===== src/rtl/ex_timer_pkg.sv =====
// Shared types and constants for the ex_timer_ctrl period timer.
package ex_timer_pkg;

  localparam int DEF_PERIOD_W = 24;
  localparam int DEF_PERIOD   = 8_000_000;
  localparam int P_MIN        = 2;

  typedef enum logic [1:0] {
    IDLE   = 2'd0,
    RUN    = 2'd1,
    PAUSED = 2'd2
  } timer_state_t;

endpackage


===== src/rtl/ex_timer_ctrl_if.sv =====
// Config handshake, run controls and timer outputs of ex_timer_ctrl.
// The pause signal exists only when EX_TIMER_CTRL_PAUSE_EN is defined.
interface ex_timer_ctrl_if #(
  parameter int PERIOD_W = 24
);

  // cfg_valid/cfg_ready: a config transfers on a rising edge where both are
  // high; cfg_ready is high only in IDLE, so offers elsewhere simply wait.
  logic                cfg_valid;
  logic                cfg_ready;
  logic [PERIOD_W-1:0] cfg_period;
  logic                cfg_oneshot;
  logic                start;
  logic                stop;
`ifdef EX_TIMER_CTRL_PAUSE_EN
  logic                pause;
`endif
  logic                busy;
  logic                tick;
  logic                wave;

`ifdef EX_TIMER_CTRL_PAUSE_EN
  modport master (
    output cfg_valid, cfg_period, cfg_oneshot, start, stop, pause,
    input  cfg_ready, busy, tick, wave
  );
  modport slave (
    input  cfg_valid, cfg_period, cfg_oneshot, start, stop, pause,
    output cfg_ready, busy, tick, wave
  );
`else
  modport master (
    output cfg_valid, cfg_period, cfg_oneshot, start, stop,
    input  cfg_ready, busy, tick, wave
  );
  modport slave (
    input  cfg_valid, cfg_period, cfg_oneshot, start, stop,
    output cfg_ready, busy, tick, wave
  );
`endif

endinterface


===== src/rtl/ex_timer_core.sv =====
// Period counter datapath: wrapping count, terminal-count detect and the
// half-period compare used to build the symmetric wave.
module ex_timer_core #(
  parameter int PERIOD_W = 24
) (
  input  logic                i_clk,
  input  logic                i_rst,
  input  logic                i_en,
  input  logic                i_clr,
  input  logic [PERIOD_W-1:0] i_period,
  output logic [PERIOD_W-1:0] o_cnt,
  output logic                o_tc,
  output logic                o_wave_ge
);

  logic [PERIOD_W-1:0] r_cnt;

  assign o_cnt     = r_cnt;
  assign o_tc      = (r_cnt == (i_period - PERIOD_W'(1)));
  assign o_wave_ge = (r_cnt >= (i_period >> 1));

  // Clear wins over enable so a stop never lets the count advance.
  always_ff @(posedge i_clk or posedge i_rst) begin
    if (i_rst) begin
      r_cnt <= '0;
    end else if (i_clr) begin
      r_cnt <= '0;
    end else if (i_en) begin
      r_cnt <= o_tc ? '0 : (r_cnt + PERIOD_W'(1));
    end
  end

endmodule


===== src/rtl/ex_timer_ctrl.sv =====
// Programmable period timer: config registers, handshake and run/stop FSM
// around ex_timer_core. Optional pause support: EX_TIMER_CTRL_PAUSE_EN.
module ex_timer_ctrl
  import ex_timer_pkg::*;
#(
  parameter int PERIOD_W       = DEF_PERIOD_W,
  parameter int DEFAULT_PERIOD = DEF_PERIOD
) (
  input  logic                safe_clk,
  input  logic                safe_reset,
  ex_timer_ctrl_if.slave      ctl,
  output timer_state_t        o_dbg_state,
  output logic [PERIOD_W-1:0] o_dbg_cnt,
  output logic [PERIOD_W-1:0] o_dbg_period
);

  timer_state_t        r_state;
  logic [PERIOD_W-1:0] r_period;
  logic                r_oneshot;
  logic                r_tick;
  logic                r_busy;

  logic                w_cfg_fire;
  logic [PERIOD_W-1:0] w_cfg_period;
  logic                w_active;
  logic                w_cnt_en;
  logic                w_cnt_clr;
  logic [PERIOD_W-1:0] w_cnt;
  logic                w_tc;
  logic                w_wave_ge;

  assign ctl.cfg_ready = (r_state == IDLE);
  assign w_cfg_fire    = ctl.cfg_valid && ctl.cfg_ready;
  assign w_cfg_period  = (ctl.cfg_period < PERIOD_W'(P_MIN)) ? PERIOD_W'(P_MIN)
                                                             : ctl.cfg_period;

`ifdef EX_TIMER_CTRL_PAUSE_EN
  assign w_active = (r_state == RUN) || (r_state == PAUSED);
  // Counting resumes on the very edge that leaves PAUSED, so a pause of N
  // sampled cycles delays the tick by exactly N.
  assign w_cnt_en = w_active && !ctl.stop && !ctl.pause;
`else
  assign w_active = (r_state == RUN);
  assign w_cnt_en = w_active && !ctl.stop;
`endif
  assign w_cnt_clr = !w_active || ctl.stop;

  ex_timer_core #(
    .PERIOD_W (PERIOD_W)
  ) u_core (
    .i_clk     (safe_clk),
    .i_rst     (safe_reset),
    .i_en      (w_cnt_en),
    .i_clr     (w_cnt_clr),
    .i_period  (r_period),
    .o_cnt     (w_cnt),
    .o_tc      (w_tc),
    .o_wave_ge (w_wave_ge)
  );

  always_ff @(posedge safe_clk or posedge safe_reset) begin
    if (safe_reset) begin
      r_state   <= IDLE;
      r_period  <= PERIOD_W'(DEFAULT_PERIOD);
      r_oneshot <= 1'b0;
      r_tick    <= 1'b0;
      r_busy    <= 1'b0;
    end else begin
      r_tick <= 1'b0;
      case (r_state)
        IDLE: begin
          if (w_cfg_fire) begin
            r_period  <= w_cfg_period;
            r_oneshot <= ctl.cfg_oneshot;
          end
          if (ctl.start && !ctl.stop) begin
            r_state <= RUN;
            r_busy  <= 1'b1;
          end
        end
`ifdef EX_TIMER_CTRL_PAUSE_EN
        RUN, PAUSED: begin
`else
        RUN: begin
`endif
          if (ctl.stop) begin
            r_state <= IDLE;
            r_busy  <= 1'b0;
`ifdef EX_TIMER_CTRL_PAUSE_EN
          end else if (ctl.pause) begin
            r_state <= PAUSED;
`endif
          end else begin
            r_state <= RUN;
            if (w_tc) begin
              r_tick <= 1'b1;
              if (r_oneshot) begin
                r_state <= IDLE;
                r_busy  <= 1'b0;
              end
            end
          end
        end
        default: begin
          r_state <= IDLE;
          r_busy  <= 1'b0;
        end
      endcase
    end
  end

  assign ctl.busy = r_busy;
  assign ctl.tick = r_tick;
  assign ctl.wave = r_busy && w_wave_ge;

  assign o_dbg_state  = r_state;
  assign o_dbg_cnt    = w_cnt;
  assign o_dbg_period = r_period;

endmodule

===== src/flat_wrapper.sv =====
// flat-port wrapper written by rule: the top's interface ports become plain ports
module ex_timer_ctrl_flat import ex_timer_pkg::*;
#(
  parameter int PERIOD_W       = DEF_PERIOD_W,
  parameter int DEFAULT_PERIOD = DEF_PERIOD
)
  (safe_clk, safe_reset, o_dbg_state, o_dbg_cnt, o_dbg_period, ctl_cfg_valid, ctl_cfg_period, ctl_cfg_oneshot, ctl_start, ctl_stop, ctl_cfg_ready, ctl_busy, ctl_tick, ctl_wave);
  ex_timer_ctrl_if #(.PERIOD_W(PERIOD_W)) ctl_i ();
  input  logic safe_clk;
  input  logic safe_reset;
  output timer_state_t o_dbg_state;
  output logic [PERIOD_W-1:0] o_dbg_cnt;
  output logic [PERIOD_W-1:0] o_dbg_period;
  input wire logic [$bits(ctl_i.cfg_valid)-1:0] ctl_cfg_valid;
  input wire logic [$bits(ctl_i.cfg_period)-1:0] ctl_cfg_period;
  input wire logic [$bits(ctl_i.cfg_oneshot)-1:0] ctl_cfg_oneshot;
  input wire logic [$bits(ctl_i.start)-1:0] ctl_start;
  input wire logic [$bits(ctl_i.stop)-1:0] ctl_stop;
  output wire logic [$bits(ctl_i.cfg_ready)-1:0] ctl_cfg_ready;
  output wire logic [$bits(ctl_i.busy)-1:0] ctl_busy;
  output wire logic [$bits(ctl_i.tick)-1:0] ctl_tick;
  output wire logic [$bits(ctl_i.wave)-1:0] ctl_wave;
  assign ctl_i.cfg_valid = ctl_cfg_valid;
  assign ctl_i.cfg_period = ctl_cfg_period;
  assign ctl_i.cfg_oneshot = ctl_cfg_oneshot;
  assign ctl_i.start = ctl_start;
  assign ctl_i.stop = ctl_stop;
  assign ctl_cfg_ready = ctl_i.cfg_ready;
  assign ctl_busy = ctl_i.busy;
  assign ctl_tick = ctl_i.tick;
  assign ctl_wave = ctl_i.wave;
  ex_timer_ctrl #(.PERIOD_W(PERIOD_W), .DEFAULT_PERIOD(DEFAULT_PERIOD)) u_core (.safe_clk(safe_clk), .safe_reset(safe_reset), .ctl(ctl_i), .o_dbg_state(o_dbg_state), .o_dbg_cnt(o_dbg_cnt), .o_dbg_period(o_dbg_period));
endmodule

===== config.mk =====
export PLATFORM = sky130hd
export DESIGN_NAME = ex_timer_ctrl_flat
export DESIGN_NICKNAME = d
export VERILOG_FILES = /design/src/rtl/ex_timer_pkg.sv /design/src/rtl/ex_timer_ctrl_if.sv /design/src/rtl/ex_timer_core.sv /design/src/rtl/ex_timer_ctrl.sv /design/src/flat_wrapper.sv
export SDC_FILE = /design/constraint.sdc
export NUM_CORES = 1
export LEC_CHECK = 0
export CORE_MARGIN = 8
export CORE_UTILIZATION = 40
export DETAILED_ROUTE_END_ITERATION = 8
export PLACE_DENSITY = 0.68
export SLEW_MARGIN = 20
export SYNTH_ARGS = -nofsm -noshare
export SYNTH_HDL_FRONTEND = slang
export SYNTH_SLANG_ARGS = --single-unit

===== constraint.sdc =====
create_clock -name safe_clk -period 2.7 [get_ports safe_clk]
set_input_delay 0.27 -clock safe_clk [delete_from_list [all_inputs] [get_ports safe_clk]]
set_output_delay 0.27 -clock safe_clk [all_outputs]
set_load 0.02 [all_outputs]

==> qor.yml <==
outcome: "finished with violations"
violations: "setup timing"
grt_overflow_total: 0
mostFrequentLayoutCell: "clkdlybuf4s50_1"
clockBufferDepth: 2
yosys.area_share.simple_pct: 26.1
fin_nets: 637
clk_latency_ns: 0.31
syn_avg_cell_area_sq_um: 9.11
antenna_found_initial: 0
cts_buffers: 5
worstPathCellList: "or3_4 -> or4_1 -> a21oi_2 -> o22ai_1 -> nor4_1 -> and3_4 -> clkbuf_16 -> nor3_2"
cts_sinks: 52
cts_tree: "yes"
dr.pass1.iters: 5
arrival_ns: 2.95
synth_mux_area_share_pct: 1.12
synth_cell_types: 64
vias: 3932
yosys.area.top_type_share_pct: 28.9
cpPeakStageDelay_ns: 0.49
end_kind: "flop"
clk_pin_slew_ns: 0.11
die_w_um: 115
max_cap_viol_count: 0
fp.dieArea_sq_um: 13200
drv_slew: 0
required_ns: 2.88
clockRootBuffer: "clkbuf_8"
grt_pass1_vias: 3919
yosysTopAreaCell: "dfrtp_1"
drt_wl_total_um: 13800
slew_headroom_pct: 54.7
finalPower_mw: 2.30
cpMaxStageDelayCell: "dfrtp_1"
power_density_nw_per_um2: 394
synthAdderAreaFrac_pct: 8.02
power_leakage_nw: 2.47
htreeDepth: 2
final_cell_mix: "81 x clkdlybuf4s50_1, 78 x buf_4, 45 x dfrtp_1, 40 x nand2_1, 31 x inv_1"
fill_cells: 877
grt_max_degree: 53
final_util_pct: 60.6
grt_pass1_wl_um: 21100
start_kind: "flop"
finalClockSkew_ns: 0.00929
synthXorXnorAreaFrac_pct: 11.6
fp.dieH_um: 115
async_flop_share_pct: 100
gp_congestion: 0.977
drtIter0Drc: 184
synth_top_family_by_area: "simple AND/OR/NAND/NOR gates"
num_rows: 36
yosysWarnings: 0
wl_per_cell_um: 19.3
yosys-top-cells-area: "dfrtp_1 29%, ha_1 8.0%, xnor2_1 6.1%"
rsz0062_at_grt: "yes"
synth_compound_area_share_pct: 13.1
finalCriticalPeriod_ns: 2.76
grt_use_total_pct: 20.4
final.setup.worst_slack_ns: -0.0623
coreArea_sq_um: 9640
path_buf_inv: 1
cp_top_family: "simple AND/OR/NAND/NOR gates"
num_antenna_cells: 0
yosys_most_used_dff: "dfrtp_1"
start_util_pct: 40.4
seq_area_frac_synth_pct: 33.6
irDropWorstVdd_mv: 0.256
synth-edff-count: 0
io_pins: 84
pre_cts_slack_ns: -0.161
ctsHoldBuffers: 0
drtAntennaViolNets: 0
synth-seq-cells: 52
portBuffers: 82
critical_path.max_fanout: 6
drc: 0
crit_type: "reg2reg"
worstMarginPinSlew_ns: 0.679
setup_viol: 25
syn_area_sq_um: 3900
synth.net_count: 483
period_share_pct: 102
syn_inst: 428
drive_gt1_share_pct: 28.0
dp_hpwl_um: 10700
hold_viol: 0
viasPerCell: 5.49
hold_path.class: "in2async"
area_growth_pct: 49.9
max_freq_mhz: 362
-- worst register-to-register path, delay by kind of cell (launching register included) --
kind | cells | cell delay (ns)
buffers and inverters | 1 | 0.20
AOI/OAI and AO/OA | 2 | 0.35
and+or+nand+nor | 5 | 1.60
DFF | 1 | 0.49
-- logic make-up (layout without fill, tap and decap cells) --
family	count (synthesis)	after routing
AO/OA/AOI/OAI	79	79
adder cells (fa/ha/maj)	25	25
flip-flops	52	52
multiplexers	4	4
AND/OR/NAND/NOR	166	166
buffers and inverters	51	206
other	1	1
XOR/XNOR	50	50
-- area by class of cell --
| type | instances | area [sq um] | area share (%) |
|---|---|---|---|
| clock inverter | 2 | 17.5 | 0.300 |
| sequential | 52 | 1310 | 22.4 |
| clock buffer | 6 | 72.6 | 1.24 |
| timing repair buffer | 164 | 1490 | 25.5 |
| tap | 133 | 166 | 2.85 |
| inverter | 34 | 128 | 2.18 |
| multi-input combinational | 325 | 2660 | 45.5 |
-- what timing repair did --
item / CTS / global route
pin swaps: 8 / 25
hold endpoints to repair: 0 / 0
setup endpoints to repair: 28 / 28
cloned: 0 / 3
buffers inserted: 0 / 2
gates resized for setup: 25 / 42
-- synthesized netlist by cell type (4+ instances only) --
master,instances
xnor2_1,27
dfrtp_1,45
ha_1,25
nand3_1,10
nor4_1,11
a21o_1,5
nor2b_1,4
a21oi_1,8
and3_1,8
inv_1,34
nor2_1,18
o21ai_0,30
nand4_1,11
nor3_2,12
nand2_1,41
and4_1,4
a211oi_1,4
nor3_1,19
dfstp_2,7
o22ai_1,6
clkbuf_1,8
xor2_1,22
-- path summary, 6_finish.rpt --
path / slack (ns) / from / to / depth (start not counted)
worst max-delay path: -0.06 / u_core.o_dbg_period[2]$_DFFE_PP0P_ / u_core.u_core.o_cnt[17]$_DFF_PP0_ / 8
worst min-delay path: 0.45 / safe_reset / u_core.r_oneshot$_DFFE_PP0P_ / 3
worst max register to register: -0.06 / u_core.o_dbg_period[2]$_DFFE_PP0P_ / u_core.u_core.o_cnt[17]$_DFF_PP0_ / 8
worst min register to register: 0.53 / u_core.o_dbg_period[21]$_DFFE_PP1P_ / u_core.o_dbg_period[21]$_DFFE_PP1P_ / 2
max in group asynchronous: 1.80 / safe_reset / u_core.o_dbg_period[10]$_DFFE_PP0P_ / 3
min in group safe_clk: 0.51 / ctl_cfg_period[22] / u_core.o_dbg_period[22]$_DFFE_PP1P_ / 3
-- power by group --
group | total (mW) | internal, mW | switching (mW)
Combinational | 0.907 | 0.424 | 0.483
Sequential | 0.910 | 0.842 | 0.0682
Clock | 0.482 | 0.191 | 0.291
-- metal layers --
layer | GRT usage (%) | routed length, um | vias to the layer above
met2 | 35.0 | 6820 | 132
li1 | - | - | 1855
met3 | 2.90 | 808 | 8
met5 | 0 | 0 | -
met4 | 4.64 | 206 | 0
met1 | 26.5 | 6020 | 1937
-- flip-flops by register name, indices dropped and copies added, names as in the netlist --
register             count
u_core.ctl.busy          1
u_core.u_core.o_cnt     24
u_core.o_dbg_state       1
u_core.ctl.tick          1
u_core.r_oneshot         1
u_core.o_dbg_period     24
-- per-stage QoR --
stage               setup TNS (ns)  std cells  hold slack, ns  area, sq um
floorplan                        0        428           0.337         3900
global placement             -1.86        703           0.505         5360
detailed placement           -2.33        703           0.515         5360
finish                      -0.836        716           0.454         5840
CTS                              0        711           0.471         5550
global route                 -2.79        716           0.515         5840
Note: power is estimated with default switching activity, not from simulation.
